$ cat config.mk
export PLATFORM = sky130hd
export DESIGN_NAME = mpa_seq
export DESIGN_NICKNAME = d
export VERILOG_FILES = /design/src/rtl/mpa_pkg.sv /design/src/rtl/mpa_flag_reg.sv /design/src/rtl/mpa_seq.sv
export SDC_FILE = /design/constraint.sdc
export NUM_CORES = 1
export LEC_CHECK = 0
export CAP_MARGIN = 0
export CORE_UTILIZATION = 40
export CTS_BUF_LIST = sky130_fd_sc_hd__clkbuf_4 sky130_fd_sc_hd__clkbuf_8
export DETAILED_ROUTE_END_ITERATION = 12
export GPL_TIMING_DRIVEN = 0
export PLACE_DENSITY = 0.77
export SYNTH_ARGS = -nofsm -noshare
export SYNTH_HDL_FRONTEND = slang
export SYNTH_SLANG_ARGS = --single-unit
$ cat constraint.sdc
create_clock -name clk -period 1.5 [get_ports clk]
set_input_delay 0.3 -clock clk [delete_from_list [all_inputs] [get_ports clk]]
set_output_delay 0.3 -clock clk [all_outputs]
set_load 0.1 [all_outputs]
$ cat src/rtl/mpa_pkg.sv
// mpa_pkg
// Shared definitions for the multi-precision arithmetic sequencer:
//   - operation codes carried on the op input
//   - carry-in select codes driven on sci toward the ALU carry-in mux
//   - sequencer FSM state encoding
//   - bit positions of C/Z/S/V inside the flag_in load vector
//   - small decode helpers for the first-word carry-in and subtract control
package mpa_pkg;

    typedef enum logic [1:0] {
        OP_ADD = 2'b00,
        OP_SUB = 2'b01,
        OP_ADC = 2'b10,
        OP_SBB = 2'b11
    } op_e;

    localparam logic [1:0] SCI_ZERO  = 2'b00;
    localparam logic [1:0] SCI_ONE   = 2'b01;
    localparam logic [1:0] SCI_FLAGC = 2'b10;

    typedef enum logic [1:0] {
        ST_IDLE = 2'b00,
        ST_EXEC = 2'b01,
        ST_DONE = 2'b10
    } state_e;

    localparam int NUM_FLAGS  = 4;
    localparam int FLAG_C_BIT = 3;
    localparam int FLAG_Z_BIT = 2;
    localparam int FLAG_S_BIT = 1;
    localparam int FLAG_V_BIT = 0;

    // Carry-in for the least-significant word. SUB forces 1 because the ALU
    // computes A + ~B + cin; ADC/SBB chain in the architectural carry, where
    // C means "no borrow" for subtraction.
    function automatic logic [1:0] first_sci(input logic [1:0] op);
        logic [1:0] code;
        case (op)
            OP_ADD:  code = SCI_ZERO;
            OP_SUB:  code = SCI_ONE;
            default: code = SCI_FLAGC;
        endcase
        return code;
    endfunction

    function automatic logic is_sub(input logic [1:0] op);
        return (op == OP_SUB) || (op == OP_SBB);
    endfunction

endpackage

$ cat src/rtl/mpa_flag_reg.sv
// mpa_flag_reg
// Architectural C/Z/S/V flag register for the multi-precision sequencer.
// Ports:
//   clk, reset        clock and asynchronous active-low reset (flags -> 0)
//   load_en, load_val direct load of {C,Z,S,V} (highest priority)
//   word_en           a word was processed this cycle: capture carry only
//   last_en           that word was the last one: also capture Z, S, V
//   c_val..v_val      values captured on word_en / last_en
//   flag_c..flag_v    registered flag outputs
module mpa_flag_reg
    import mpa_pkg::*;
(
    input  logic                 clk,
    input  logic                 reset,
    input  logic                 load_en,
    input  logic [NUM_FLAGS-1:0] load_val,
    input  logic                 word_en,
    input  logic                 last_en,
    input  logic                 c_val,
    input  logic                 z_val,
    input  logic                 s_val,
    input  logic                 v_val,
    output logic                 flag_c,
    output logic                 flag_z,
    output logic                 flag_s,
    output logic                 flag_v
);

    // Load wins over any arithmetic update. Every processed word refreshes C
    // so the next word's chained carry sees it; Z/S/V describe the whole
    // multi-word result and therefore only change on the last word.
    always_ff @(posedge clk or negedge reset) begin
        if (!reset) begin
            flag_c <= 1'b0;
            flag_z <= 1'b0;
            flag_s <= 1'b0;
            flag_v <= 1'b0;
        end else if (load_en) begin
            flag_c <= load_val[FLAG_C_BIT];
            flag_z <= load_val[FLAG_Z_BIT];
            flag_s <= load_val[FLAG_S_BIT];
            flag_v <= load_val[FLAG_V_BIT];
        end else if (word_en) begin
            flag_c <= c_val;
            if (last_en) begin
                flag_z <= z_val;
                flag_s <= s_val;
                flag_v <= v_val;
            end
        end
    end

endmodule

$ cat src/rtl/mpa_seq.sv
// mpa_seq
// Multi-precision arithmetic sequencer. Steps the ALU through ADD/SUB/ADC/SBB
// over 1..2**IDX_W words, least-significant word first, one word per cycle,
// and owns the architectural C/Z/S/V flags.
// Ports:
//   clk, reset            clock and asynchronous active-low reset
//   start, op, nwords     request, operation and (word count - 1), taken in IDLE
//   flag_load, flag_in    load {C,Z,S,V}, honoured only in IDLE
//   alu_cout/zero/sign/ovf  ALU status for the current word
//   sci                   carry-in select: 00 zero, 01 one, 10 flag_c
//   alu_sub               ALU inverts B (SUB/SBB)
//   word_idx, wr_en       operand/result word address and write strobe
//   busy, done            activity indicator and one-cycle completion pulse
//   flag_c/z/s/v          registered flags; flag_c feeds the carry-in mux
module mpa_seq
    import mpa_pkg::*;
#(
    parameter int WORD_W = 16,
    parameter int IDX_W  = 2
) (
    input  logic                 clk,
    input  logic                 reset,
    input  logic                 start,
    input  logic [1:0]           op,
    input  logic [IDX_W-1:0]     nwords,
    input  logic                 flag_load,
    input  logic [NUM_FLAGS-1:0] flag_in,
    input  logic                 alu_cout,
    input  logic                 alu_zero,
    input  logic                 alu_sign,
    input  logic                 alu_ovf,
    output logic [1:0]           sci,
    output logic                 alu_sub,
    output logic [IDX_W-1:0]     word_idx,
    output logic                 wr_en,
    output logic                 busy,
    output logic                 done,
    output logic                 flag_c,
    output logic                 flag_z,
    output logic                 flag_s,
    output logic                 flag_v
);

    // The flags describe an ALU word of WORD_W bits; there is no datapath
    // here, so the word width only qualifies the flag vector.
    localparam int FLAG_W = (WORD_W > 0) ? NUM_FLAGS : 0;

    state_e           state;
    logic [IDX_W-1:0] idx;
    logic [IDX_W-1:0] last_idx;
    logic             z_acc;

    logic             exec_en;
    logic             last_word;
    logic             load_en;
    logic [FLAG_W-1:0] load_val;

    assign word_idx  = idx;
    assign exec_en   = (state == ST_EXEC);
    assign last_word = exec_en && (idx == last_idx);
    assign load_en   = flag_load && (state == ST_IDLE);
    assign load_val  = flag_in;

    // Sequencer FSM. All ALU-facing controls are registered and set up one
    // cycle ahead, so in each EXEC cycle they already describe the word being
    // processed and no input reaches an output combinationally. The first
    // word gets the op-specific carry-in; every later word chains flag_c,
    // which the flag register has just refreshed from the previous word.
    always_ff @(posedge clk or negedge reset) begin
        if (!reset) begin
            state    <= ST_IDLE;
            idx      <= '0;
            last_idx <= '0;
            z_acc    <= 1'b1;
            sci      <= SCI_ZERO;
            alu_sub  <= 1'b0;
            wr_en    <= 1'b0;
            busy     <= 1'b0;
            done     <= 1'b0;
        end else begin
            case (state)
                ST_IDLE: begin
                    if (start) begin
                        state    <= ST_EXEC;
                        idx      <= '0;
                        last_idx <= nwords;
                        z_acc    <= 1'b1;
                        sci      <= first_sci(op);
                        alu_sub  <= is_sub(op);
                        wr_en    <= 1'b1;
                        busy     <= 1'b1;
                    end
                end
                ST_EXEC: begin
                    idx   <= idx + 1'b1;
                    z_acc <= z_acc & alu_zero;
                    if (last_word) begin
                        state   <= ST_DONE;
                        sci     <= SCI_ZERO;
                        alu_sub <= 1'b0;
                        wr_en   <= 1'b0;
                        done    <= 1'b1;
                    end else begin
                        sci <= SCI_FLAGC;
                    end
                end
                ST_DONE: begin
                    state <= ST_IDLE;
                    idx   <= '0;
                    busy  <= 1'b0;
                    done  <= 1'b0;
                end
                default: begin
                    state   <= ST_IDLE;
                    idx     <= '0;
                    sci     <= SCI_ZERO;
                    alu_sub <= 1'b0;
                    wr_en   <= 1'b0;
                    busy    <= 1'b0;
                    done    <= 1'b0;
                end
            endcase
        end
    end

    mpa_flag_reg u_flags (
        .clk      (clk),
        .reset    (reset),
        .load_en  (load_en),
        .load_val (load_val),
        .word_en  (exec_en),
        .last_en  (last_word),
        .c_val    (alu_cout),
        .z_val    (z_acc & alu_zero),
        .s_val    (alu_sign),
        .v_val    (alu_ovf),
        .flag_c   (flag_c),
        .flag_z   (flag_z),
        .flag_s   (flag_s),
        .flag_v   (flag_v)
    );

endmodule

---- Word-level counts from Yosys, hierarchy flattened ----
Cells that the tools add are included.
Widths: inputs -> output; s select.
word-level totals
  flip-flop bits (word level) ............. 17
  output and inout bits ................... 12
operators by class
  add/subtract/negate cells ............... 1
  eq/ne operators ......................... 7
  multiplexer cells ....................... 29
  bitwise gates (word level) .............. 4
  reductions and logical operators ........ 16
operator list
  kind                 number
  $mux 1               15
  $reduce_and 2->1     7
  $pmux 2 s2           3
  $mux 2               5
  $pmux 1 s2           3
  $pmux 1 s3           2
  $pmux 2 s3           1
  $reduce_bool 2->1    3
  $eq 2x1->1 const B   2
  $eq 2x2->1 const B   2
  $logic_not 2->1      2
  $not 1->1            3
  $reduce_and 3->1     1
  $add 2x1->2 const B  1
  $eq 2x2->1           1
  $logic_and 1x1->1    2
  $ne 2x1->1 const B   1
  $ne 2x2->1 const B   1
  $and 1x1->1          1
  $logic_or 1x1->1     1

---- Depth between registers and ports, before layout ----
Gate-level depths: netlist (run 1).
  depth in word-level cells ............... 5
  depth in mapped cells ................... 4
  mapped depth without buffers ............ 3

---- By module ----
From an unflattened synthesis (run 1), not the netlist that was laid out.
unflattened totals
  cells, all modules ...................... 77
  area, all modules ....................... 837.1 µm²
modules (own cells, without submodules)
  module        times used  cells each  area each (µm²)  seq. area each (µm²)
  mpa_seq       1           58          629.4            326.6
  mpa_flag_reg  1           19          207.7            100.1

---- Worst setup path before layout (run 1) ----
No wires, ideal clock.
  path type ............................... register -> register
  start point ............................. register idx[0], in the netlist word_idx[0]
  end point ............................... register u_flags.flag_z
  data arrival time ....................... 1964 ps
  required time ........................... 1418 ps
  path slack .............................. -545 ps
  stages on the path, launching flop included .. 4
  buffers on the path ..................... 0
  period minus slack after synthesis ...... 2045 ps
  cells stage by stage .................... dfrtp_1 > xor2_1 > or4_1 > a31oi_1
on the way
  word-level cells in the longest chain between the ends .. 4
ends and longest elaborated chain
  element                             RTL line            text
  start, declared                     mpa_seq.sv:49       logic [IDX_W-1:0] idx;
  start signal, assigned              mpa_seq.sv:95       idx <= idx + 1'b1;
  $eq 2x2->1                          mpa_seq.sv:60       assign last_word = exec_en && (idx == last_idx);
  $logic_and 1x1->1                   mpa_seq.sv:60
  $reduce_bool 2->1 (no source line)  -
  $reduce_and 2->1 (no source line)   -
  end signal, assigned                mpa_flag_reg.sv:40  flag_z <= load_val[FLAG_Z_BIT];
  end signal, assigned                mpa_flag_reg.sv:46  flag_z <= z_val;
  end, declared                       mpa_flag_reg.sv:24  output logic flag_z,
Every way passes these cells.
A chain may end at the register's enable or synchronous reset.

---- Worst setup path after layout (run 1) ----
Same ends and word-level chain as after synthesis.

==> impl_metrics.env, run 1 <==
export IMPL_antenna_left=0
export IMPL_synth_top_area_cell="dfrtp_1"
export IMPL_vias=731
export IMPL_final_nets=132
export IMPL_rows=15
export IMPL_synthTopCellsByArea="dfrtp_1 (49%), nor2_1 (5.1%), a31oi_1 (4.6%)"
export IMPL_worstHoldPathType="primary input to async pin"
export IMPL_ios=28
export IMPL_core_um2=1820
export IMPL_die_area_um2=2210
export IMPL_wl_per_cell_um=14.2
export IMPL_yosysMostFrequentCell="dfrtp_1"
export IMPL_synth_seq_area_share_pct=52.5
export IMPL_seqCellArea_um2=434
export IMPL_period_share_pct=96.4
export IMPL_worstPathCellList="xor2_4 -> or4_1 -> a31oi_1"
export IMPL_end_kind="flip-flop"
export IMPL_worst_slew_pin_slew_ps=748
export IMPL_cts_tree="built"
export IMPL_ys_ff_latch=17
export IMPL_drive_gt1_share_pct=23.5
export IMPL_path_depth=3
export IMPL_synth_area_um2=812
export IMPL_synth_common_cells="dfrtp_1 (16), nor2_1 (11), a31oi_1 (6), nand2_1 (6), o21ai_0 (6)"
export IMPL_drtIter0Drc=13
export IMPL_path_delay_family="flip-flops"
export IMPL_clock_skew_ps=2.18
export IMPL_max_cap_violations=0
export IMPL_cts_sinks=17
export IMPL_setup_tns_ps=0
export IMPL_cts_buffers=3
export IMPL_chipHeight_um=47.1
export IMPL_r2r_start="word_idx[0]"
export IMPL_hold_viol=0
export IMPL_dr_pass1_iters=4
export IMPL_h_tree_depth=1
export IMPL_worst_path_buf_inv=0
export IMPL_holdBufCountCts=0
export IMPL_status="complete, no violations"
export IMPL_slew_headroom_pct=50.0
export IMPL_multi_input_area_um2=403
export IMPL_synth_top_area_share_pct=49.3
export IMPL_synth_nets=99
export IMPL_gp_congestion=0.795
export IMPL_clockBufferDepth=2
export IMPL_slew_viol_final=0
export IMPL_critPathMaxStageDelay_ps=540
export IMPL_cp_data_required_time_ps=1720
export IMPL_path_clk_slew_ps=100
export IMPL_io_buffers=27
export IMPL_worst_r2r_cell_count=3
export IMPL_yosys_warnings=0
export IMPL_rsz0062_at_grt="yes"
export IMPL_r2r_end="u_flags.flag_z"
export IMPL_layout_filler_cells=162
export IMPL_reg2reg_slack_ps=50
export IMPL_async_flop_share_pct=100
export IMPL_dp_hpwl_mm=1.45
export IMPL_clk_latency_ps=290
export IMPL_grt_pass1_vias=710
export IMPL_cp_startpoint="word_idx[0]"
export IMPL_diodes=0
export IMPL_cts_root_buf="clkbuf_4"
export IMPL_routed_wl_mm=1.99
export IMPL_remaining_drc_errors=0
export IMPL_area_growth_synth_to_final_pct=41.0
export IMPL_grt_use_total_pct=21.6
export IMPL_antenna_found_initial=0
export IMPL_setup_viol=0
export IMPL_die_w_um=47.1
export IMPL_start_util_pct=44.6
export IMPL_syn_avg_cell_area_um2=9.78
export IMPL_synth_edff_count=0
export IMPL_grt_first_pass_wirelength_mm=3.19
export IMPL_gr_total_overflow=0
export IMPL_crit_end="u_flags.flag_z"
export IMPL_min_period_ps=1450
export IMPL_worstPathMaxFanout=6
export IMPL_ys_flop_type="dfrtp_1"
export IMPL_timing_fmax_mhz=692
export IMPL_startpoint_type="flip-flop"
export IMPL_grt_max_degree=18
export IMPL_ys_types=26
export IMPL_cp_slowest_cell="dfrtp_4"
export IMPL_via_per_inst=5.22
export IMPL_synthCells=83
export IMPL_path_class="flip-flop to flip-flop"
export IMPL_cp_arrival_ps=1670
-- what timing repair did --
item                                    in CTS  in global routing
resized for setup                           62                  3
setup buffers                                0                  1
endpoints found under the setup margin      12                  3
-- cell usage in the layout, fill, tap and decap left out --
cell type and n:
o221ai_1 1, a31oi_1 6, clkdlybuf4s50_1 15, nor2b_1 4, nor2_1 11, nor4bb_1 1, nor3_1 1, clkbuf_1 2
nand3_1 1, inv_1 3, mux2_2 2, o31ai_1 3, dfrtp_4 2, buf_2 10, clkbuf_4 4, nand2b_2 1
o21ai_0 6, xor2_4 2, dfstp_2 1, clkbuf_2 1, a21oi_1 2, nand2_1 6, xnor2_1 2, nand4_1 2
or4_1 1, nand2b_1 1, buf_4 3, nor3b_1 1, dfrtp_1 14, or3b_2 1, xor2_1 1, a211oi_1 1
nand3b_1 1, a22oi_1 2
-- logic make-up (layout without fill, tap and decap cells) --
| group | Yosys count | after routing | share of synthesized area, % |
|---|---|---|---|
| compound gates | 21 | 21 | 16.2 |
| xor+xnor | 5 | 5 | 5.39 |
| buf+inv | 6 | 38 | 2.77 |
| flops | 17 | 17 | 52.5 |
| mux | 2 | 2 | 2.77 |
| simple gates | 32 | 32 | 20.3 |
-- stage by stage --
| step | setup WS (ps) | instance area (um^2) | hold WS (ps) | utilization (%) | cells |
|---|---|---|---|---|---|
| 5_1_grt | -37.1 | 1140 | 491 | 62.9 | 140 |
| 4_1_cts | 63.5 | 1130 | 475 | 62.3 | 139 |
| 3_3_place_gp | -408 | 1160 | 472 | 63.6 | 135 |
| 3_5_place_dp | -408 | 1160 | 479 | 63.6 | 135 |
| 6_report | 54.3 | 1140 | 439 | 62.9 | 140 |
| 2_1_floorplan | -55.9 | 857 | 4.41 | - | 83 |
-- sequential cells by signal, summed over array words and instances (netlist names) --
name,cells
u_flags.flag_z,1
u_flags.flag_s,1
word_idx,2
done,1
wr_en,1
state,2
last_idx,2
alu_sub,1
busy,1
u_flags.flag_c,1
z_acc,1
u_flags.flag_v,1
sci,2
-- metal layers --
layer | global-route usage [%] | up-vias | share of wire [%]
met3 | 6.15 | 4 | 5.0
met2 | 33.1 | 23 | 49
met5 | 0 | - | 0
li1 | - | 356 | -
met1 | 27.7 | 348 | 45
met4 | 11.4 | 0 | 1.5
-- layout make-up --
class                   count  area share (%)
repair buffers             28            19.5
multi-input cells          60            35.2
clock buffers               4            2.62
flip-flops and latches     17            37.9
inverters                   3           0.984
well taps                  25            2.73
plain buffers               3            1.09
-- how the worst min path moves through the flow --
stage / start / to / slack (ps) / cells past startpoint
2_1_floorplan: reset / alu_sub / 4 / 0
3_3_place_gp: z_acc / z_acc / 470 / 2
3_5_place_dp: z_acc / z_acc / 480 / 2
4_1_cts: reset / busy / 470 / 1
5_1_grt: reset / u_flags.flag_v / 490 / 1
6_report: reset / state[1] / 440 / 1
Power of run 1 is left out: the tool's default activity adds up to more than one toggle a clock period on the data nets, which glitch-free logic cannot reach.
==> inputs of run 2 (changes only) <==
--- a/config.mk
+++ b/config.mk
@@ -10,7 +10,9 @@
 export CTS_BUF_LIST = sky130_fd_sc_hd__clkbuf_4 sky130_fd_sc_hd__clkbuf_8
 export DETAILED_ROUTE_END_ITERATION = 12
 export GPL_TIMING_DRIVEN = 0
+export MAX_ROUTING_LAYER = met4
 export PLACE_DENSITY = 0.77
+export SLEW_MARGIN = 10
 export SYNTH_ARGS = -nofsm -noshare
 export SYNTH_HDL_FRONTEND = slang
 export SYNTH_SLANG_ARGS = --single-unit
==> results of run 2 <==
Same layout as run 1: the final DEF is identical, and so are final timing and power.
Main changes from that run: final weighted congestion in routability-driven placement 0.795 -> 0.807; overall routing resource usage 21.6% -> 22.3%
Power of run 2 is left out for the same reason.
